==> src/rtl/tdm_demux_rx_if.sv <==
// tdm_demux_rx_if: serial TDM receive link bundle.
//   ena         slot enable (drives sampling and all counters)
//   sdata_in    serial slot data
//   sync_in     frame strobe, high in slot 0
//   ch_out      last accepted frame, bit i = slot i
//   frame_valid one-cycle pulse when ch_out updates
//   locked      receiver is frame-aligned
//   sync_err    one-cycle pulse on an alignment error while locked
//   parity_err  one-cycle pulse on a frame parity mismatch while locked
//               (present only when TDM_PARITY_EN is defined)
// master: the transmitter / consumer side; slave: the receiver block.
interface tdm_demux_rx_if #(
  parameter int NCH = 4
);
  logic           ena;
  logic           sdata_in;
  logic           sync_in;
  logic [NCH-1:0] ch_out;
  logic           frame_valid;
  logic           locked;
  logic           sync_err;
`ifdef TDM_PARITY_EN
  logic           parity_err;

  modport master (
    output ena, sdata_in, sync_in,
    input  ch_out, frame_valid, locked, sync_err, parity_err
  );
  modport slave (
    input  ena, sdata_in, sync_in,
    output ch_out, frame_valid, locked, sync_err, parity_err
  );
`else
  modport master (
    output ena, sdata_in, sync_in,
    input  ch_out, frame_valid, locked, sync_err
  );
  modport slave (
    input  ena, sdata_in, sync_in,
    output ch_out, frame_valid, locked, sync_err
  );
`endif
endinterface

==> src/rtl/tdm_demux_rx.sv <==
// tdm_demux_rx: receive side of the single-line TDM link. Finds and tracks
// frame alignment from the sync strobe and distributes slot bits into a
// parallel per-channel register.
//
// Ports:
//   clk    system clock
//   rst_n  asynchronous active-low reset
//   bus    tdm_demux_rx_if.slave (ena, sdata_in, sync_in in;
//          ch_out, frame_valid, locked, sync_err [, parity_err] out)
//
// Parameters:
//   NCH          channels (slots) per frame, 2..16
//   LOCK_FRAMES  consecutive good syncs needed to lock, 1..7
//
// Build option TDM_PARITY_EN: frame grows to NCH+1 slots, the last slot
// carries even parity over the data slots and a mismatch while locked
// pulses parity_err instead of updating ch_out.
//
// State   | meaning
// --------+---------------------------------------------------------
// HUNT    | no alignment; waiting for a sync strobe to start a frame
// CHECK   | tentative alignment; counting consecutive good syncs
// LOCKED  | aligned; frames are delivered to ch_out
module tdm_demux_rx #(
  parameter int NCH         = 4,
  parameter int LOCK_FRAMES = 2
) (
  input logic            clk,
  input logic            rst_n,
  tdm_demux_rx_if.slave  bus
);

`ifdef TDM_PARITY_EN
  localparam int L = NCH + 1;
`else
  localparam int L = NCH;
`endif
  localparam int            CW   = $clog2(L);
  localparam logic [CW-1:0] LAST = CW'(L - 1);
  localparam logic [2:0]    LF   = 3'(LOCK_FRAMES);

  typedef enum logic [1:0] {
    HUNT   = 2'd0,
    CHECK  = 2'd1,
    LOCKED = 2'd2
  } state_t;

  state_t         state;
  logic [CW-1:0]  slot_cnt;
  logic [2:0]     good_cnt;
  logic [L-1:0]   asm_q;
  logic [NCH-1:0] ch_q;
  logic           frame_valid_q;
  logic           sync_err_q;

  logic [L-1:0]   frame_word;
  logic [CW-1:0]  next_slot;
  logic [2:0]     good_inc;
  logic           at_sync_slot;
  logic           align_err;
`ifdef TDM_PARITY_EN
  logic           parity_err_q;
  logic           frame_ok;
`endif

  // frame_word is the assembly register with the slot being sampled now
  // merged in, so the final slot can be delivered on the same edge.
  always_comb begin
    frame_word           = asm_q;
    frame_word[slot_cnt] = bus.sdata_in;
    at_sync_slot         = (slot_cnt == '0);
    align_err            = at_sync_slot ? !bus.sync_in : bus.sync_in;
    next_slot            = (slot_cnt == LAST) ? '0 : slot_cnt + CW'(1);
    good_inc             = (good_cnt >= LF) ? LF : good_cnt + 3'd1;
`ifdef TDM_PARITY_EN
    // Even parity across data plus parity slot means the whole word XORs to 0.
    frame_ok             = ~(^frame_word);
`endif
  end

  always_ff @(posedge clk or negedge rst_n) begin
    if (!rst_n) begin
      state         <= HUNT;
      slot_cnt      <= '0;
      good_cnt      <= '0;
      asm_q         <= '0;
      ch_q          <= '0;
      frame_valid_q <= 1'b0;
      sync_err_q    <= 1'b0;
`ifdef TDM_PARITY_EN
      parity_err_q  <= 1'b0;
`endif
    end else begin
      frame_valid_q <= 1'b0;
      sync_err_q    <= 1'b0;
`ifdef TDM_PARITY_EN
      parity_err_q  <= 1'b0;
`endif
      if (bus.ena) begin
        case (state)
          HUNT: begin
            if (bus.sync_in) begin
              asm_q[0] <= bus.sdata_in;
              slot_cnt <= CW'(1);
              good_cnt <= 3'd1;
              state    <= (LOCK_FRAMES == 1) ? LOCKED : CHECK;
            end
          end

          CHECK: begin
            if (align_err) begin
              state    <= HUNT;
              slot_cnt <= '0;
              good_cnt <= '0;
            end else begin
              asm_q[slot_cnt] <= bus.sdata_in;
              slot_cnt        <= next_slot;
              if (at_sync_slot) begin
                good_cnt <= good_inc;
                if (good_inc == LF) state <= LOCKED;
              end
            end
          end

          LOCKED: begin
            if (align_err) begin
              // The offending slot is dropped; HUNT waits for a fresh sync.
              sync_err_q <= 1'b1;
              state      <= HUNT;
              slot_cnt   <= '0;
              good_cnt   <= '0;
            end else begin
              asm_q[slot_cnt] <= bus.sdata_in;
              slot_cnt        <= next_slot;
              if (at_sync_slot) good_cnt <= good_inc;
              if (slot_cnt == LAST) begin
`ifdef TDM_PARITY_EN
                if (frame_ok) begin
                  ch_q          <= frame_word[NCH-1:0];
                  frame_valid_q <= 1'b1;
                end else begin
                  parity_err_q  <= 1'b1;
                end
`else
                ch_q          <= frame_word[NCH-1:0];
                frame_valid_q <= 1'b1;
`endif
              end
            end
          end

          default: begin
            state    <= HUNT;
            slot_cnt <= '0;
            good_cnt <= '0;
          end
        endcase
      end
    end
  end

  assign bus.ch_out      = ch_q;
  assign bus.frame_valid = frame_valid_q;
  assign bus.sync_err    = sync_err_q;
  assign bus.locked      = (state == LOCKED);
`ifdef TDM_PARITY_EN
  assign bus.parity_err  = parity_err_q;
`endif

endmodule

==> src/flat_wrapper.sv <==
// flat-port wrapper written by rule: the top's interface ports become plain ports
module tdm_demux_rx_flat 
#(
  parameter int NCH         = 4,
  parameter int LOCK_FRAMES = 2
)
  (clk, rst_n, bus_ena, bus_sdata_in, bus_sync_in, bus_ch_out, bus_frame_valid, bus_locked, bus_sync_err);
  tdm_demux_rx_if #(.NCH(NCH)) bus_i ();
  input logic clk;
  input logic rst_n;
  input wire logic [$bits(bus_i.ena)-1:0] bus_ena;
  input wire logic [$bits(bus_i.sdata_in)-1:0] bus_sdata_in;
  input wire logic [$bits(bus_i.sync_in)-1:0] bus_sync_in;
  output wire logic [$bits(bus_i.ch_out)-1:0] bus_ch_out;
  output wire logic [$bits(bus_i.frame_valid)-1:0] bus_frame_valid;
  output wire logic [$bits(bus_i.locked)-1:0] bus_locked;
  output wire logic [$bits(bus_i.sync_err)-1:0] bus_sync_err;
  assign bus_i.ena = bus_ena;
  assign bus_i.sdata_in = bus_sdata_in;
  assign bus_i.sync_in = bus_sync_in;
  assign bus_ch_out = bus_i.ch_out;
  assign bus_frame_valid = bus_i.frame_valid;
  assign bus_locked = bus_i.locked;
  assign bus_sync_err = bus_i.sync_err;
  tdm_demux_rx #(.NCH(NCH), .LOCK_FRAMES(LOCK_FRAMES)) u_core (.clk(clk), .rst_n(rst_n), .bus(bus_i));
endmodule
==> config.mk <==
export PLATFORM = sky130hd
export DESIGN_NAME = tdm_demux_rx_flat
export DESIGN_NICKNAME = d
export VERILOG_FILES = /design/src/rtl/tdm_demux_rx_if.sv /design/src/rtl/tdm_demux_rx.sv /design/src/flat_wrapper.sv
export SDC_FILE = /design/constraint.sdc
export NUM_CORES = 1
export LEC_CHECK = 0
export BUFFER_PORTS_ARGS = -buffer_cell sky130_fd_sc_hd__buf_4
export CAP_MARGIN = 20
export CORE_ASPECT_RATIO = 0.6
export CORE_MARGIN = 5
export CORE_UTILIZATION = 30
export DETAILED_ROUTE_END_ITERATION = 10
export GPL_ROUTABILITY_DRIVEN = 0
export PLACE_DENSITY_LB_ADDON = 0.12
export SETUP_SLACK_MARGIN = 0.5
export SLEW_MARGIN = 20
export SYNTH_ARGS = -nofsm -noshare
export SYNTH_HDL_FRONTEND = slang
export SYNTH_SLANG_ARGS = --single-unit
==> constraint.sdc <==
create_clock -name clk -period 3.5 [get_ports clk]
set_clock_uncertainty 0.2 [all_clocks]
set_input_delay 0.175 -clock clk [delete_from_list [all_inputs] [get_ports clk]]
set_output_delay 0.175 -clock clk [all_outputs]
set_load 0.005 [all_outputs]
# Word-level counts from Yosys, hierarchy flattened
# Cells that the tools add are included.
# Widths: inputs -> output; s select.
# word_totals
ff_bits	17
latchBits	0
ram_bits	0
rom_bits	0
inputBits	5
out_inout_bits	7
elab_cells	64
memories	0
# classes
add_sub_neg	2
multipliers	0
n_div	0
n_lt_le_gt_ge	3
eq_ne	10
shifts	0
mux	28
bitwise	1
n_reduce_logical	12
# op_table
cell	count
$mux 2	7
$mux 3	4
$mux 1	11
$ne 3x1->1 const B	3
$reduce_and 4->1	2
$pmux 2 s3	1
$pmux 3 s2	1
$reduce_and 3->1	2
$reduce_and 5->1	1
$bwmux 4	1
$eq 2x2->1 const B	2
$logic_not 2->1	2
$ne 2x2->1 const B	2
$pmux 2 s2	1
$add 3x1->3 const B	1
$eq 3x2->1 const B	1
$ge 3x2->1 const B	1
$lt 2x3->1 const B	1
$add 2x1->2 const B	1
$demux 1 s2	1
$eq 2x1->1 const B	1
$ge 2x1->1 const B	1
$ne 2x1->1 const B	1
$pmux 1 s2	1
other kinds (6)	6

# Longest topological paths before layout
# Gate-level depths: netlist of the first run.
# depth
depth_word	7
depth_mapped	6
ltp_nobuf	6

# Least setup slack after synthesis of the first run
# Ideal clock, no wire load.
# synth_timing
path_type	register -> register
start	reg u_core.slot_cnt[0]
end	reg u_core.state[0]
setup_ns	0.128
arrival_ns	1.531
required_ns	3.172
path_slack_ns	1.642
path_stages_with_launch	7
n_path_buf	0
period_less_slack_ns	1.858
cell_sequence	dfrtp_1 inv_1 ha_1 xor2_2 o211ai_1 o21ai_1 mux2_1
# synth_via
elab_chain_len	4
elab_cells_between_ends	8
# synth_rtl
item	line_no	rtl
start, declared	tdm_demux_rx.sv:49	logic [CW-1:0] slot_cnt;
start signal, assigned	tdm_demux_rx.sv:117	slot_cnt <= next_slot;
start signal, assigned	tdm_demux_rx.sv:134	slot_cnt <= next_slot;
$logic_not 2->1 (*)	tdm_demux_rx.sv:71	at_sync_slot = (slot_cnt == '0);
$mux 1	tdm_demux_rx.sv:72	align_err = at_sync_slot ? !bus.sync_in : bus.sync_in;
$ne 3x1->1 (no source line), or another cell as far along	--	
$reduce_and 5->1 (no source line) / $pmux 2 s3 (equally long branches)	--	
end signal, assigned	tdm_demux_rx.sv:106	state <= (LOCK_FRAMES == 1) ? LOCKED : CHECK;
end, declared	tdm_demux_rx.sv:48	state_t state;
# Every way passes the cells marked *; elsewhere a longest branch is shown, timed or not.
# A chain may end at the register's enable or synchronous reset.

# Final worst setup path of the first run
# Ends and elaborated chain as after synthesis.

==> out/metrics.cfg, run 1 <==
[run_status]
status=finished clean

[power_and_ir_drop]
power_uw=855.4
ir_drop_v=0.0002433
powerDensity_nw_per_um2=785.8
leakagePower_uw=0.0005281

[logic_synthesis]
ys_ff_latch=16
ys_types=27
syn_area_um2=905.9
avgSynthCellArea_um2=10.41
synthesis.instances=87
yosysSeqAreaShare_pct=44.20
synth_fp_nets=102
yosysWarnings=0

[layout]
fill_cells=291
nets=118
multi_input_area_um2=467.9
areaGrowthSynthToFinish_pct=20.17
register_area_um2=400.4
num_antenna_cells=0
post-route-util_pct=37.66
drive_above_1_share_pct=22.77

[setup_path]
ff2ff_path_depth=6
critical_path.endpoint=u_core.state[0]$_DFFE_PN0P_
timing.rr.end=u_core.state[0]$_DFFE_PN0P_
cp.arrival_ps=1980
ff2ff_setup_slack_ps=1450
cp-start-kind=register
critical_path.startpoint=u_core.slot_cnt[0]$_DFFE_PN0P_
crit_required_ps=3430
end_kind=register
critPathMaxFanout=5
path_class=register to register
r2r-start=u_core.slot_cnt[0]$_DFFE_PN0P_

[sta]
setup_viol=0
min_period_over_period_pct=58.50
tightest_slew_ps=389.1
min_period_ps=2048
fin_setup_tns_ps=0
slew-limit-headroom_pct=73.79
finalHoldViolations=0
max_freq_mhz=488.4
slew_viol_final=0
rsz0062_at_grt=false

[die]
start_util_pct=31.34
rows=15
design.die.area_um2=4255
die_w_um=80.94
fp.coreArea_um2=2890
die_h_um=52.57
pin_count=12

[run]
maxCapViolCount=0

[detailed_routing]
first_pass_iters=4
dr_total_vias=632
drtIter0Drc=29
ant_nets=0
wl_mm=1.836
drt-vias-per-instance=4.420
drc=0
routedWlPerCell_um=12.84

[clocking]
post_cts_buffers=0
insertion_delay_ps=240
cts_sinks=16
cts_buffers=3
htreeDepth=1
postCtsHoldBufs=1
cts_tree=yes
cts_root_buf=clkbuf_8
clkTransAtPathRegs_ps=60
cts-resized-gates=0
cts.path.max_buffers=2

[grt]
grt_use_total_pct=10.30
grt_pass1_wl_mm=3.139
grt_max_degree=17
antenna_found_initial=0
grt-ovfl-total=0
grt_pass1_vias=641

[min_path]
holdCritPathClass=primary input to register

[placement]
portBuffers=11
hpwl_mm=1.451

## worst min-delay path by stage
stage                  from                               end  cells after the start
2_1_floorplan         rst_n       u_core.asm_q[0]$_DFFE_PN0P_                      0
3_3_place_gp          rst_n  u_core.bus.ch_out[3]$_DFFE_PN0P_                      1
3_5_place_dp          rst_n  u_core.bus.ch_out[3]$_DFFE_PN0P_                      1
4_1_cts        bus_sdata_in  u_core.bus.ch_out[3]$_DFFE_PN0P_                      2
5_1_grt        bus_sdata_in  u_core.bus.ch_out[3]$_DFFE_PN0P_                      2
6_report       bus_sdata_in  u_core.bus.ch_out[3]$_DFFE_PN0P_                      2
## cell type report
class / instances / share of cell area, %
Timing Repair Buffer: 12 / 8.506
Tap cell: 42 / 4.828
Multi-Input combinational cell: 61 / 42.99
Sequential cell: 16 / 36.78
Inverter: 9 / 3.103
Clock buffer: 3 / 3.793
## kinds of logic after synthesis
logic type | after synthesis | synth area share [%]
adder cells (fa/ha/maj) | 10 | 13.81
XOR/XNOR | 1 | 1.796
multiplexers | 10 | 11.88
AND/OR/NAND/NOR | 24 | 12.98
flip-flops | 16 | 44.20
AO/OA/AOI/OAI | 16 | 11.19
buffers and inverters | 10 | 4.143
## registers in the layout, summed over array words and instances, names as in the netlist
register	count
u_core.asm_q	3
u_core.bus.ch_out	4
u_core.bus.frame_valid	1
u_core.bus.sync_err	1
u_core.good_cnt	3
u_core.slot_cnt	2
u_core.state	2
## Yosys cell counts, drive strengths merged
master	instances	area, um^2
mux2	6	67.56
nor2	8	35.03
nand2b	1	6.260
o211ai	2	15.01
and3	1	7.510
ha	10	125.1
o31ai	1	7.510
and4	1	11.26
dfrtp	16	400.4
o31a	1	8.760
xor2	1	16.27
a21oi	5	25.02
o21a	1	7.510
nor3	1	5.000
a211oi	1	7.510
clkbuf	1	3.750
o21ai	3	15.01
a31oi	1	6.260
mux2i	4	40.04
nand3	4	20.02
nand2	7	26.28
nand4	1	6.260
inv	9	33.78
o2bb2ai	1	8.760
## placed cells by master (no fill, tap or decap), types with 2 or more instances in the layout
master	count
dfrtp_1	16
buf_4	11
ha_1	10
inv_1	9
nand2_1	7
nor2_1	6
a21oi_1	5
nand3_1	4
mux2i_1	4
mux2_2	4
clkbuf_8	3
nor2_2	2
o211ai_1	2
mux2_1	2
o21ai_0	2
## where the power goes
part | total, uW | internal, uW | switching [uW]
sequential | 296 | 247 | 49.4
clock | 137 | 76.2 | 60.5
combinational | 422 | 186 | 236
## per-layer routing
layer	wire, um	up-vias	GRT usage, %
met2	696	14	12.94
met1	1032	287	14.93
met3	92	2	4.811
met4	14	0	3.371
met5	0	-	0
li1	-	329	-
## critical path, cell delays in order, from the launching register on
cell and delay, ps:
dfrtp_1 420, inv_1 100, ha_1 320, xor2_2 280, o211ai_1 170, o21ai_1 110, mux2_1 330
## metrics by stage
step                hold WS (ps)  cell area, um^2  instances  setup slack (ps)
floorplan                 -320.6            905.9         87              1642
finish                     7.847             1089        143              1452
detailed placement        -149.3             1037        139              1468
global route               10.72             1089        143              1335
CTS                        11.06             1089        143              1451
global placement          -149.7             1037        139              1507
Power figures use the tool's default switching activity.
==> run 2, diff against run 1 <==
ABC_AREA = 1   (was default)
clock period = 2.15 ns   (was 3.5 ns; I/O delays follow)
==> out/metrics.cfg, run 2 <==
[run_status]
status=finished clean

[grt]
grt_use_total_pct=11.56  ; +1.3 points
grt_max_degree=18  ; +1
grt_pass1_vias=825  ; +29%
antenna_found_initial=0  ; unchanged
grt_pass1_wl_mm=4.008  ; +28%
grt-ovfl-total=0  ; unchanged

[power_and_ir_drop]
powerDensity_nw_per_um2=1322  ; +68%
ir_drop_v=0.0003916  ; +61%
leakagePower_uw=0.0006865  ; +30%

[logic_synthesis]
yosysSeqAreaShare_pct=42.08  ; -2.1 points
syn_area_um2=1011  ; +12%
netlist.area_leader.share_pct=42.08  ; -2.1 points
ys_ff_latch=17  ; +1
yosysWarnings=0  ; unchanged
yosys-top-cells-area=dfrtp_1, ha_1, nand2_1, inv_1, o21ai_0
synth-edff-count=0  ; unchanged
synthesis.instances=127  ; +46%
ys_types=20  ; -26%
synthArstFlopShare_pct=100.0  ; unchanged
avgSynthCellArea_um2=7.960  ; -24%
synth.most_common_cell=nand2_1
netlist_top_cells_count=nand2_1, inv_1, dfrtp_1, o21ai_0, ha_1
synth_fp_nets=142  ; +39%
synth_top_cell_by_area=dfrtp_1
synthFlopType=dfrtp_1

[placement]
dp_slack_ps=336.7  ; -1131 ps
portBuffers=11  ; unchanged
hpwl_mm=1.743  ; +20%
dp.cells=183  ; +32%

[detailed_routing]
drtIter0Drc=119  ; +310%
first_pass_iters=4  ; unchanged
routedWlPerCell_um=12.06  ; -6.1%
dr_total_vias=884  ; +40%
wl_mm=2.375  ; +29%
drc=0  ; unchanged
drt-vias-per-instance=4.487  ; +1.5%
ant_nets=0  ; unchanged

[min_path]
holdCritPathClass=primary input to register
holdPathStages=3  ; +1
hold_end=u_core.bus.sync_err$_DFF_PN0_
worst_hold_startpoint=bus_ena

[setup_path]
path_class=register to register
ff2ff_setup_slack_ps=540  ; -910 ps
timing.rr.end=u_core.asm_q[0]$_DFFE_PN0P_
cp-start-kind=register
end_kind=register
ff2ff_path_depth=9  ; +3
cp.arrival_ps=1560  ; -420 ps
critPathMaxFanout=6  ; +1
r2r-start=u_core.slot_cnt[1]$_DFFE_PN0P_
crit_required_ps=2100  ; -1330 ps

[clocking]
cts_sinks=17  ; +1
htreeDepth=1  ; unchanged
cts.path.max_buffers=2  ; unchanged
cts_buffers=3  ; unchanged
cts_tree=yes
insertion_delay_ps=260  ; +20 ps
clkTransAtPathRegs_ps=70  ; about the same
cts_root_buf=clkbuf_8

[die]
die_h_um=54.97  ; +4.6%
rows=16  ; +1
die_w_um=84.95  ; +4.9%
design.die.area_um2=4669  ; +9.7%
pin_count=12  ; unchanged
fp.coreArea_um2=3243  ; +12%
start_util_pct=31.17  ; -0.17 points

[layout]
post-route-util_pct=41.51  ; +3.9 points
areaGrowthSynthToFinish_pct=33.17
fill_cells=340  ; +17%
num_antenna_cells=0  ; unchanged
nets=168  ; +42%
drive_above_1_share_pct=32.89  ; +10 points
final_common_cell=nand2_1
layout_common_cells=nand2_1, buf_4, dfrtp_1
stdcell_count=197  ; +38%

[sta]
setup_slack_ps=539.8  ; -912.7 ps
rsz0062_at_grt=true
tightest_slew_ps=294.6  ; -94.44 ps
hold_slack_ps=6.665  ; -1.182 ps
setup_viol=0  ; unchanged
min_period_over_period_pct=74.90  ; +16 points
slew-limit-headroom_pct=80.15  ; +6.4 points
fin_setup_tns_ps=0  ; unchanged
slew_viol_final=0  ; unchanged
finalHoldViolations=0  ; unchanged
max_freq_mhz=621.0  ; +27%
min_period_ps=1610  ; -437.3 ps

[run]
maxCapViolCount=0  ; unchanged

-- run 2: cell types whose count changed after synthesis, moves of 4 or more --
cell     before  now
mux2_2        4    0
nand2_1       7   32
inv_1         9   24
o21ai_0       2   17
mux2i_1       4    0
a21oi_1       5    0
-- run 2: metal layers --
metal / up-vias / part of all wire [%] / global-route usage [%]
li1: 451 / - / -
met1: 410 / 51 / 16.34
met3: 5 / 6.2 / 4.290
met5: - / 0 / 0
met2: 18 / 41 / 15.72
met4: 0 / 1.4 / 4.737
-- run 2: critical path, stage by stage (launching register included) --
cell and delay [ps]:
dfrtp_1 400, inv_2 100, ha_4 170, inv_2 40, nand2_2 90, nand2_4 90
buf_4 150, o21a_1 170, nand2_1 50, o21ai_1 50
-- run 2: logic make-up (layout without fill, tap and decap cells) --
logic type / Yosys count / after routing / share of synthesized area [%]
simple gates: 51 / 52 / 23.27
buf+inv: 26 / 50 / 9.654
compound gates: 23 / 23 / 12.62
flops: 17 / 17 / 42.08
fa+ha+maj: 10 / 10 / 12.38
-- run 2: how the worst max path moves through the flow --
stage | from | endpoint | slack [ps] | cells after the start
6_report | u_core.slot_cnt[1]$_DFFE_PN0P_ | u_core.asm_q[0]$_DFFE_PN0P_ | 540 | 9
5_1_grt | u_core.state[0]$_DFFE_PN0P_ | u_core.good_cnt[0]$_DFFE_PN0P_ | 420 | 9
4_1_cts | u_core.slot_cnt[1]$_DFFE_PN0P_ | u_core.bus.ch_out[1]$_DFFE_PN0P_ | 500 | 9
3_5_place_dp | u_core.slot_cnt[0]$_DFFE_PN0P_ | u_core.bus.ch_out[1]$_DFFE_PN0P_ | 340 | 8
3_3_place_gp | u_core.slot_cnt[0]$_DFFE_PN0P_ | u_core.bus.ch_out[3]$_DFFE_PN0P_ | 360 | 8
2_1_floorplan | u_core.slot_cnt[0]$_DFFE_PN0P_ | u_core.state[0]$_DFFE_PN0P_ | 580 | 11
-- run 2: power by group --
part	total (uW)	internal [uW]	switching, uW	leakage [uW]
registers	500	429	70.8	0.000209
clock network	246	129	117	0.0000255
logic	1030	436	597	0.000452
total	1780	995	785	0.000687
-- run 2: cell type report --
| cell class | count | area (um^2) | area share (%) |
|---|---|---|---|
| well taps | 45 | 56.30 | 4.182 |
| multi-input cells | 85 | 563.0 | 41.82 |
| clock buffers | 3 | 41.29 | 3.067 |
| inverters | 26 | 100.1 | 7.435 |
| repair buffers | 20 | 155.1 | 11.52 |
| clock inverters | 1 | 5.005 | 0.3717 |
| flip-flops and latches | 17 | 425.4 | 31.60 |
-- run 2: per-stage QoR --
step / power (uW) / cell area (um^2)
after floorplan: 1054 / 1011
after global placement: 1273 / 1150
after detailed placement: 1282 / 1150
after CTS: 1703 / 1299
after global routing: 1953 / 1346
final: 1780 / 1346
-- run 2: timing repair --
action,CTS,global route
resized for setup,15,14
hold buffers,2,0
gates cloned,1,0
pin swaps,2,10
endpoints found under the hold margin,18,0
setup endpoints to repair,15,14
buffers inserted,4,3
